File: src/rtl/counter_pkg.sv
// Shared constants and helpers for the synchronised up/down counter family.
package counter_pkg;

  // Counting-edge selections for sync_edge_detect.
  localparam int unsigned EDGE_RISE = 0;
  localparam int unsigned EDGE_FALL = 1;
  localparam int unsigned EDGE_BOTH = 2;

  // up_down encodings.
  localparam logic DIR_UP   = 1'b1;
  localparam logic DIR_DOWN = 1'b0;

  // Largest in-range count (M-1). limit==0 selects the full 2^width range,
  // whose M-1 is the all-ones value of the given width.
  function automatic logic [31:0] mod_max(input logic [31:0] limit, input int unsigned width);
    logic [31:0] ones;
    ones = (32'd1 << width) - 32'd1;
    if (limit == 32'd0) begin
      mod_max = ones;
    end else begin
      mod_max = limit - 32'd1;
    end
  endfunction

endpackage

File: src/rtl/sync_edge_detect.sv
// Two-flop synchroniser plus history flop; emits a one-cycle pulse on the
// selected edge(s) of an asynchronous input.
module sync_edge_detect
  import counter_pkg::*;
#(
  parameter int unsigned EDGE_SEL = EDGE_RISE
) (
  input  logic clk_i,
  input  logic rst_ni,
  input  logic async_i,
  output logic event_o
);

  logic s1_q, s2_q, s3_q;
  logic s1_d, s2_d, s3_d;

  // Shift the async input through the synchroniser; s3 remembers the previous s2.
  always_comb begin
    s1_d = async_i;
    s2_d = s1_q;
    s3_d = s2_q;
  end

  // Synchroniser and history registers.
  always_ff @(posedge clk_i or negedge rst_ni) begin
    if (!rst_ni) begin
      s1_q <= 1'b0;
      s2_q <= 1'b0;
      s3_q <= 1'b0;
    end else begin
      s1_q <= s1_d;
      s2_q <= s2_d;
      s3_q <= s3_d;
    end
  end

  // Edge event selection.
  always_comb begin
    event_o = 1'b0;
    if (EDGE_SEL == EDGE_FALL) begin
      event_o = ~s2_q & s3_q;
    end else if (EDGE_SEL == EDGE_BOTH) begin
      event_o = s2_q ^ s3_q;
    end else begin
      event_o = s2_q & ~s3_q;
    end
  end

endmodule

File: src/rtl/synchro_counter_updown.sv
// Parametrised up/down counter of asynchronous clk_in edges, clocked by qzt_clk.
// Optional registered Gray-code output enabled by SYNCHRO_COUNTER_GRAY_OUT_EN.
module synchro_counter_updown
  import counter_pkg::*;
#(
  parameter int unsigned WIDTH    = 8,
  parameter int unsigned EDGE_SEL = EDGE_RISE
) (
  input  logic             qzt_clk,
  input  logic             reset,
  input  logic             clk_in,
  input  logic             enable,
  input  logic             up_down,
  input  logic             clear,
  input  logic             set,
  input  logic [WIDTH-1:0] preset_value,
  input  logic [WIDTH-1:0] limit,
  output logic [WIDTH-1:0] out,
  output logic             carry,
  output logic             borrow,
  output logic             terminal
`ifdef SYNCHRO_COUNTER_GRAY_OUT_EN
  ,
  output logic [WIDTH-1:0] out_gray
`endif
);

  logic             count_event;
  logic [WIDTH-1:0] max_val;
  logic [WIDTH-1:0] cnt_q, cnt_d;
  logic             carry_q, carry_d;
  logic             borrow_q, borrow_d;

  sync_edge_detect #(
    .EDGE_SEL(EDGE_SEL)
  ) u_edge (
    .clk_i  (qzt_clk),
    .rst_ni (reset),
    .async_i(clk_in),
    .event_o(count_event)
  );

  assign max_val = WIDTH'(mod_max(32'(limit), WIDTH));

  // Next count: clear > set > enabled event > hold; pulses default low.
  always_comb begin
    cnt_d    = cnt_q;
    carry_d  = 1'b0;
    borrow_d = 1'b0;
    if (clear) begin
      cnt_d = '0;
    end else if (set) begin
      cnt_d = preset_value;
    end else if (count_event && enable) begin
      if (up_down == DIR_UP) begin
        // >= also folds an out-of-range preset back to 0.
        if (cnt_q >= max_val) begin
          cnt_d   = '0;
          carry_d = 1'b1;
        end else begin
          cnt_d = cnt_q + WIDTH'(1);
        end
      end else begin
        if (cnt_q == '0) begin
          cnt_d    = max_val;
          borrow_d = 1'b1;
        end else if (cnt_q > max_val) begin
          // Out-of-range value snaps to the top without a borrow.
          cnt_d = max_val;
        end else begin
          cnt_d = cnt_q - WIDTH'(1);
        end
      end
    end
  end

  // Count and pulse registers.
  always_ff @(posedge qzt_clk or negedge reset) begin
    if (!reset) begin
      cnt_q    <= '0;
      carry_q  <= 1'b0;
      borrow_q <= 1'b0;
    end else begin
      cnt_q    <= cnt_d;
      carry_q  <= carry_d;
      borrow_q <= borrow_d;
    end
  end

  // Outputs; terminal tracks the current direction and limit.
  always_comb begin
    out      = cnt_q;
    carry    = carry_q;
    borrow   = borrow_q;
    terminal = (up_down == DIR_UP) ? (cnt_q == max_val) : (cnt_q == '0);
  end

`ifdef SYNCHRO_COUNTER_GRAY_OUT_EN
  logic [WIDTH-1:0] gray_q, gray_d;

  // Gray code of the next count so it lands on the same edge as out.
  always_comb begin
    gray_d = cnt_d ^ (cnt_d >> 1);
  end

  // Gray output register.
  always_ff @(posedge qzt_clk or negedge reset) begin
    if (!reset) begin
      gray_q <= '0;
    end else begin
      gray_q <= gray_d;
    end
  end

  assign out_gray = gray_q;
`endif

endmodule

File: config.mk
export PLATFORM = sky130hd
export DESIGN_NAME = synchro_counter_updown
export DESIGN_NICKNAME = d
export VERILOG_FILES = /design/src/rtl/counter_pkg.sv /design/src/rtl/sync_edge_detect.sv /design/src/rtl/synchro_counter_updown.sv
export SDC_FILE = /design/constraint.sdc
export NUM_CORES = 1
export LEC_CHECK = 0
export CAP_MARGIN = 25
export CORE_MARGIN = 1.5
export CORE_UTILIZATION = 53
export DETAILED_ROUTE_END_ITERATION = 7
export PLACE_DENSITY = 0.84
export SLEW_MARGIN = 10
export SYNTH_ARGS = -nofsm -noshare
export SYNTH_HDL_FRONTEND = slang
export SYNTH_HIERARCHICAL = 1
export SYNTH_SLANG_ARGS = --single-unit
File: constraint.sdc
create_clock -name qzt_clk -period 4.45 [get_ports qzt_clk]
set_clock_uncertainty 0.05 [all_clocks]
set_input_delay 0.445 -clock qzt_clk [delete_from_list [all_inputs] [get_ports qzt_clk]]
set_output_delay 0.445 -clock qzt_clk [all_outputs]
set_load 0.005 [all_outputs]
==> results of run 1 <==
[power by group through the flow]
stage / sequential (uW) / combinational [uW] / clock (uW)
floorplan: 135 / 138 / 0
global placement: 145 / 175 / 0
detailed placement: 145 / 183 / 0
CTS: 143 / 184 / 78.4
global route: 145 / 203 / 83.4
finish: 143 / 185 / 76.5
[through the flow]
stage                     instances  instance area [um^2]  utilization  power, uW
after global routing            239                  1790        0.698        431
after CTS                       239                  1790        0.698        405
final                           239                  1790        0.698        405
after global placement          235                  1770        0.688        320
after floorplan                 183                  1480            -        273
after detailed placement        235                  1770        0.688        328
[per-layer routing]
layer | global-route usage | up-vias | routed length (um)
met1 | 0.295 | 693 | 1560
met3 | 0.0302 | 13 | 243
met5 | 0 | - | 0
li1 | - | 717 | -
met4 | 0.112 | 0 | 114
met2 | 0.461 | 75 | 1910
[worst max-delay path: stages]
cell and delay [ns]:
sky130_fd_sc_hd__clkdlybuf4s50_1 0.47, sky130_fd_sc_hd__nor4_2 0.53, sky130_fd_sc_hd__a31oi_1 0.15, sky130_fd_sc_hd__a41o_1 0.24, sky130_fd_sc_hd__ha_1 0.31, sky130_fd_sc_hd__nand4_1 0.16, sky130_fd_sc_hd__nor2_1 0.27, sky130_fd_sc_hd__mux2_2 0.21
sky130_fd_sc_hd__clkdlybuf4s50_1 0.50
[kinds of logic after synthesis]
kind of cell	Yosys count
and+or+nand+nor	79
DFF	13
xor gates and xnor gates	12
muxes	3
buffers and inverters	20
adders and majority gates	13
AOI/OAI and AO/OA	43
[synthesized netlist by cell type (3+ instances only)]
master	n	area share
sky130_fd_sc_hd__ha_1	13	0.11
sky130_fd_sc_hd__nand3_1	3	0.010
sky130_fd_sc_hd__clkbuf_1	3	0.0076
sky130_fd_sc_hd__xnor2_1	5	0.030
sky130_fd_sc_hd__a21oi_1	7	0.024
sky130_fd_sc_hd__o21ai_1	3	0.010
sky130_fd_sc_hd__or2_1	3	0.013
sky130_fd_sc_hd__nor4_1	3	0.013
sky130_fd_sc_hd__inv_1	9	0.023
sky130_fd_sc_hd__and2_1	3	0.013
sky130_fd_sc_hd__dfrtp_1	13	0.22
sky130_fd_sc_hd__and3_1	3	0.013
sky130_fd_sc_hd__a31oi_1	3	0.013
sky130_fd_sc_hd__nor3_1	7	0.024
sky130_fd_sc_hd__nor2b_1	3	0.013
sky130_fd_sc_hd__buf_4	3	0.015
sky130_fd_sc_hd__nand4_1	3	0.013
sky130_fd_sc_hd__o21a_1	4	0.020
sky130_fd_sc_hd__nor2_1	29	0.074
sky130_fd_sc_hd__nand2_1	12	0.030
sky130_fd_sc_hd__xor2_1	7	0.041
sky130_fd_sc_hd__buf_6	4	0.030
sky130_fd_sc_hd__a221oi_1	7	0.041
[area by class of cell]
type                       instances  area, um^2  area share
clock buffer                       3        22.5      0.0126
clock inverter                     1        5.00     0.00279
inverter                           9        33.8      0.0188
multi-input combinational        150        1040       0.579
sequential                        13         325       0.181
tap                               30        37.5      0.0209
timing repair buffer              33         330       0.184
[flip-flops by register name (all words and copies together) (netlist names)]
| name | count |
|---|---|
| u_edge/s1_q | 1 |
| u_edge/s2_q | 1 |
| borrow | 1 |
| carry | 1 |
| u_edge/s3_q | 1 |
| out | 8 |
[worst max-delay path by stage]
stage	start	to	slack (ns)	cells after the start
floorplan	limit[4]	out[7]	1.40	11
global placement	limit[4]	out[7]	0.69	11
detailed placement	limit[4]	out[7]	0.60	11
CTS	limit[4]	terminal	0.69	9
global route	limit[4]	terminal	0.49	9
finish	limit[4]	terminal	0.66	9
==> impl_results.md, run 1 <==
* Result of the run: finished clean
* Area fraction in compound gates after synthesis at 0.219
* Number of input and output port buffers inserted at 33
* Combinational power share at 0.457
* Detailed placement HPWL at 3050 um
* Worst slew pin tran at 0.865 ns
* Remaining antenna violation count after routing at 0
* GRT Resource Usage Total at 0.253
* Netlist area before placement at 1480 um^2
* Cell-internal power at 251 uW
* Number of inserted diodes at 0
* Core ar. at 2570 um^2
* Share of total power consumed by net switching at 0.381
* Fin nets at 246
* Crit Path Max Fanout at 6
* Largest net degree at the start of global routing at 21
* Synth Area in Adders at 0.110
* Share of cells above drive strength 1 at 0.0574
* Total DRC errors in the routed layout at 0
* Drt pass-1 iters at 4
* Peak supply drop at 0.204 mV
* Filler cell count in the final layout at 223
* PwrDens at 226 nW/um^2
* Die boundary height at 55.8 um
* Post-CTS setup repair buffer count at 0
* Switch Pwr at 154 uW
* Fraction of power consumed by sequential logic at 0.354
* Reg2reg path depth at 7
* Final cycle utilization of the critical path at 0.852
* Distinct cells, synth at 46
* Finish-stage setup viols at 0
* Element type at the critical path end: output pin
* Highest achievable clock rate at 0.264 GHz
* Count of hold buffers inserted by post-cts repair at 0
* Number of warnings reported in the yosys synthesis log at 6
* Reg-to-reg setup timing slack at 1.81 ns
* CP Class: in2out
* Total congestion overflow at 0
* Setup Slack @ Placement at 0.601 ns
* Worst Path Arrival at 3.30 ns
* Number of H-tree levels at 1
* Top-level port count at 34
* Initial antenna violation count at 0
* Worst Hold Depth at 0
* Sequential share of the synthesized area at 0.220
* Share of total power in the clock network at 0.189
* Classification of the worst-slack hold path: reg2reg
* Number of cell rows at 18
* XOR/XNOR share of the synthesized area at 0.0710
* Initial Utilization at 0.577
* Unrepaired setup endpoints after global routing: false
* Data required time at the worst endpoint at 3.95 ns
* CTS tree: built
* Area of the die at 3120 um^2
* Synthesized-area fraction occupied by and/or/nand/nor cells at 0.279
* Wire per inst at 16.0 um
* Launching element type of the critical path: input pin
* Total detailed-routing wirelength at 3830 um
* Global-route wire length before repair at 6420 um
* Most common library cell in the layout ignoring fill and taps: sky130_fd_sc_hd__clkdlybuf4s50_1
* Cells after synthesis at 183
* Final worst path period need at 3.79 ns
* Number of max-slew violations in the final report at 0
* Post-synthesis mux area share at 0.0228
* Largest family of logic cells by synthesized area: simple AND/OR/NAND/NOR gates
* HP Start: u_edge/s1_q
* Cell at the root of the clock tree: sky130_fd_sc_hd__clkbuf_4
* Hold Violations, Final at 0
* Die extent in x at 55.8 um
* Number of gates given a new drive strength after cts at 0
* Via density per instance at 6.27
* Post-route setup slack at 0.657 ns
* Synthesis-to-finish area growth at 21.1%
* Number of global-route vias before repair at 1482
* Number of synthesized flops with an enable pin at 0
* Setup TNS at 0 ns
* Clock transition time at the flip-flop clock pins of the worst setup and hold paths at 0.09 ns
* Via total after detailed routing at 1498
* Number of maximum-capacitance constraint violations at 0
* TritonCTS Buffers at 3
* Sink count of the clock tree at 13
* Worst-skew pair later-pin latency at 0.29 ns
* Worst slew slack as a fraction of its limit at 0.419
* Mean instance size in the synthesized netlist at 8.09 um^2
* Routability congestion estimate at 0.879
* Worst Hold End: u_edge/s2_q
* Worst-case hold slack at 0.312 ns
* DR iter-0 viols at 101
* Reg2Reg Launch Point: out[5]
* Buffer levels on the longest clock path at 2
* Main synth FF type: sky130_fd_sc_hd__dfrtp_1
* Number of synthesized register bits at 13
* Static leakage power at 0.000772 uW
* Async set or reset register ratio after synthesis at 1.00
* RR Endpoint: out[7]
* Nets in the synthesized netlist at 219
* Most used cells in the layout excluding fill and tap cells: sky130_fd_sc_hd__clkdlybuf4s50_1 (33), sky130_fd_sc_hd__nor2_1 (29), sky130_fd_sc_hd__ha_1 (13), sky130_fd_sc_hd__dfrtp_1 (13), sky130_fd_sc_hd__nand2_1 (12)
No activity file was read; power rests on OpenSTA's default activity.
==> run 2: changes to the inputs <==
Settings changed: CORE_UTILIZATION 53 to 50, CTS_BUF_LIST from default to sky130_fd_sc_hd__clkbuf_8 sky130_fd_sc_hd__clkbuf_16, PLACE_DENSITY 0.84 to 0.8.
Clock period 4.45 ns to 3.8 ns, I/O delays scaled along.
==> run 2 against run 1 <==
- hold slack improved by 0.0011 ns
- via count decreased by 2.1%
- die area increased by 5.7%
- non-clock buffer count increased by 1
- utilization decreased by 4.4 points
- register-to-register slack got worse by 0.53 ns
- sequential power increased by 17%
==> impl_results.md, run 2 (same netlist as run 1, synthesis figures left out) <==
* Result of the run: finished clean
* Final cycle utilization of the critical path at 0.943
* Number of gates given a new drive strength after cts at 0
* Instance count after placement with tap cells included at 237
* Die boundary height at 57.4 um
* Area of the die at 3300 um^2
* Number of maximum-capacitance constraint violations at 0
* Cell at the root of the clock tree: sky130_fd_sc_hd__clkbuf_8
* CTS tree: built
* Combinational power share at 0.427
* Final Util at 0.654
* Wire per inst at 16.1 um
* Fin nets at 247
* Synthesis-to-finish area growth at 22.9%
* Drt pass-1 iters at 4
* Total detailed-routing wirelength at 3880 um
* Most common library cell in the layout ignoring fill and taps: sky130_fd_sc_hd__clkdlybuf4s50_1
* PwrDens at 277 nW/um^2
* TritonCTS Buffers at 3
* Number of inserted diodes at 0
* Launching element type of the critical path: input pin
* Fraction of power consumed by sequential logic at 0.333
* Global-route wire length before repair at 6510 um
* Top-level port count at 34
* Data required time at the worst endpoint at 3.37 ns
* Via total after detailed routing at 1467
* Max FFs per register at 8
* Crit Path Max Fanout at 6
* Worst Path Arrival at 3.15 ns
* Routability congestion estimate at 0.938
* Total congestion overflow at 0
* Number of max-slew violations in the final report at 0
* Post-CTS setup repair buffer count at 0
* Final worst path period need at 3.58 ns
* Detailed placement HPWL at 3050 um
* Highest achievable clock rate at 0.279 GHz
* Number of H-tree levels at 1
* Most used cells in the layout excluding fill and tap cells: sky130_fd_sc_hd__clkdlybuf4s50_1 (33), sky130_fd_sc_hd__nor2_1 (29), sky130_fd_sc_hd__ha_1 (13), sky130_fd_sc_hd__dfrtp_1 (13), sky130_fd_sc_hd__nand2_1 (12)
* CP max stage cell: sky130_fd_sc_hd__nor4_2
* Non-filler instance count after layout at 241
* Worst-case hold slack at 0.313 ns
* Static leakage power at 0.000787 uW
* Largest net degree at the start of global routing at 21
* Clock transition time at the flip-flop clock pins of the worst setup and hold paths at 0.06 ns
* Worst slew pin tran at 0.878 ns
* Count of hold buffers inserted by post-cts repair at 0
* Total DRC errors in the routed layout at 0
* Via density per instance at 6.09
* Number of global-route vias before repair at 1406
* Peak supply drop at 0.253 mV
* DR iter-0 viols at 95
* Initial antenna violation count at 0
* Worst-skew pair later-pin latency at 0.24 ns
* Unrepaired setup endpoints after global routing: false
* Remaining antenna violation count after routing at 0
* Setup TNS at 0 ns
* Share of total power in the clock network at 0.240
* Classification of the worst-slack hold path: reg2reg
* Worst slew slack as a fraction of its limit at 0.410
* Die extent in x at 57.4 um
* Cell-internal power at 326 uW
* Hold Violations, Final at 0
* GRT Resource Usage Total at 0.250
* Share of total power consumed by net switching at 0.353
* Element type at the critical path end: output pin
* CP Class: in2out
* Sink count of the clock tree at 13
* Buffer levels on the longest clock path at 2
* Cell area after layout at 1820 um^2
* Initial Utilization at 0.532
* Share of cells above drive strength 1 at 0.0571
* Switch Pwr at 178 uW
* Number of input and output port buffers inserted at 33
* Finish-stage setup viols at 0
* Maximum single-stage delay on the critical path at 0.50 ns
* Post-placement cell area at 1770 um^2
* Ordered list of cells on the worst path: clkdlybuf4s50_1, nor4_2, a31oi_1, a41o_1, ha_1, nand4_1, nor2_1, mux2_2, clkdlybuf4s50_1
* Number of cell rows at 19
* Core ar. at 2780 um^2
* Most frequent cell on the critical path: sky130_fd_sc_hd__clkdlybuf4s50_1
==> run 2: final timing paths <==
| path | startpoint | to | slack [ns] | cells past startpoint |
|---|---|---|---|---|
| min | u_edge/s1_q | u_edge/s2_q | 0.31 | 0 |
| min reg2reg | u_edge/s1_q | u_edge/s2_q | 0.31 | 0 |
| min in group asynchronous | reset | out[5] | 0.46 | 1 |
| max | limit[4] | terminal | 0.22 | 9 |
| max in group asynchronous | reset | carry | 2.85 | 1 |
| max reg2reg | out[4] | out[7] | 1.28 | 7 |
==> run 2: power groups by stage <==
| stage | logic, uW | registers [uW] | clock network, uW |
|---|---|---|---|
| after CTS | 214 | 167 | 123 |
| after global placement | 206 | 170 | 0 |
| after detailed placement | 213 | 170 | 0 |
| after floorplan | 161 | 158 | 0 |
| final | 215 | 168 | 121 |
| after global routing | 238 | 169 | 129 |
==> run 2: metal layers <==
| metal | wire [um] | vias up | part of all wire | track usage |
|---|---|---|---|---|
| met3 | 196 | 4 | 0.050 | 0.0295 |
| met5 | 0 | - | 0 | 0 |
| li1 | - | 722 | - | - |
| met2 | 1990 | 63 | 0.51 | 0.438 |
| met1 | 1640 | 678 | 0.42 | 0.314 |
| met4 | 55 | 0 | 0.014 | 0.0930 |
==> run 2: area by class of cell <==
cell class	instances	area, um^2
fillers	228	962
inverters	9	33.8
repair buffers	34	338
well taps	31	38.8
multi-input cells	150	1040
flip-flops and latches	13	325
clock buffers	3	41.3
clock inverters	1	3.75
==> run 2: per-stage QoR <==
| stage | total power [uW] | setup WS, ns |
|---|---|---|
| floorplan | 320 | 0.811 |
| global placement | 375 | 0.184 |
| detailed placement | 382 | 0.0800 |
| CTS | 505 | 0.215 |
| global route | 536 | 0.00182 |
| finish | 504 | 0.215 |
==> run 2: worst max-delay path: cells and delay by family <==
kind	cells	cell delay (ns)
buffers and inverters	2	0.96
muxes	1	0.19
AOI/OAI and AO/OA	2	0.41
and+or+nand+nor	3	0.90
adders and majority gates	1	0.32
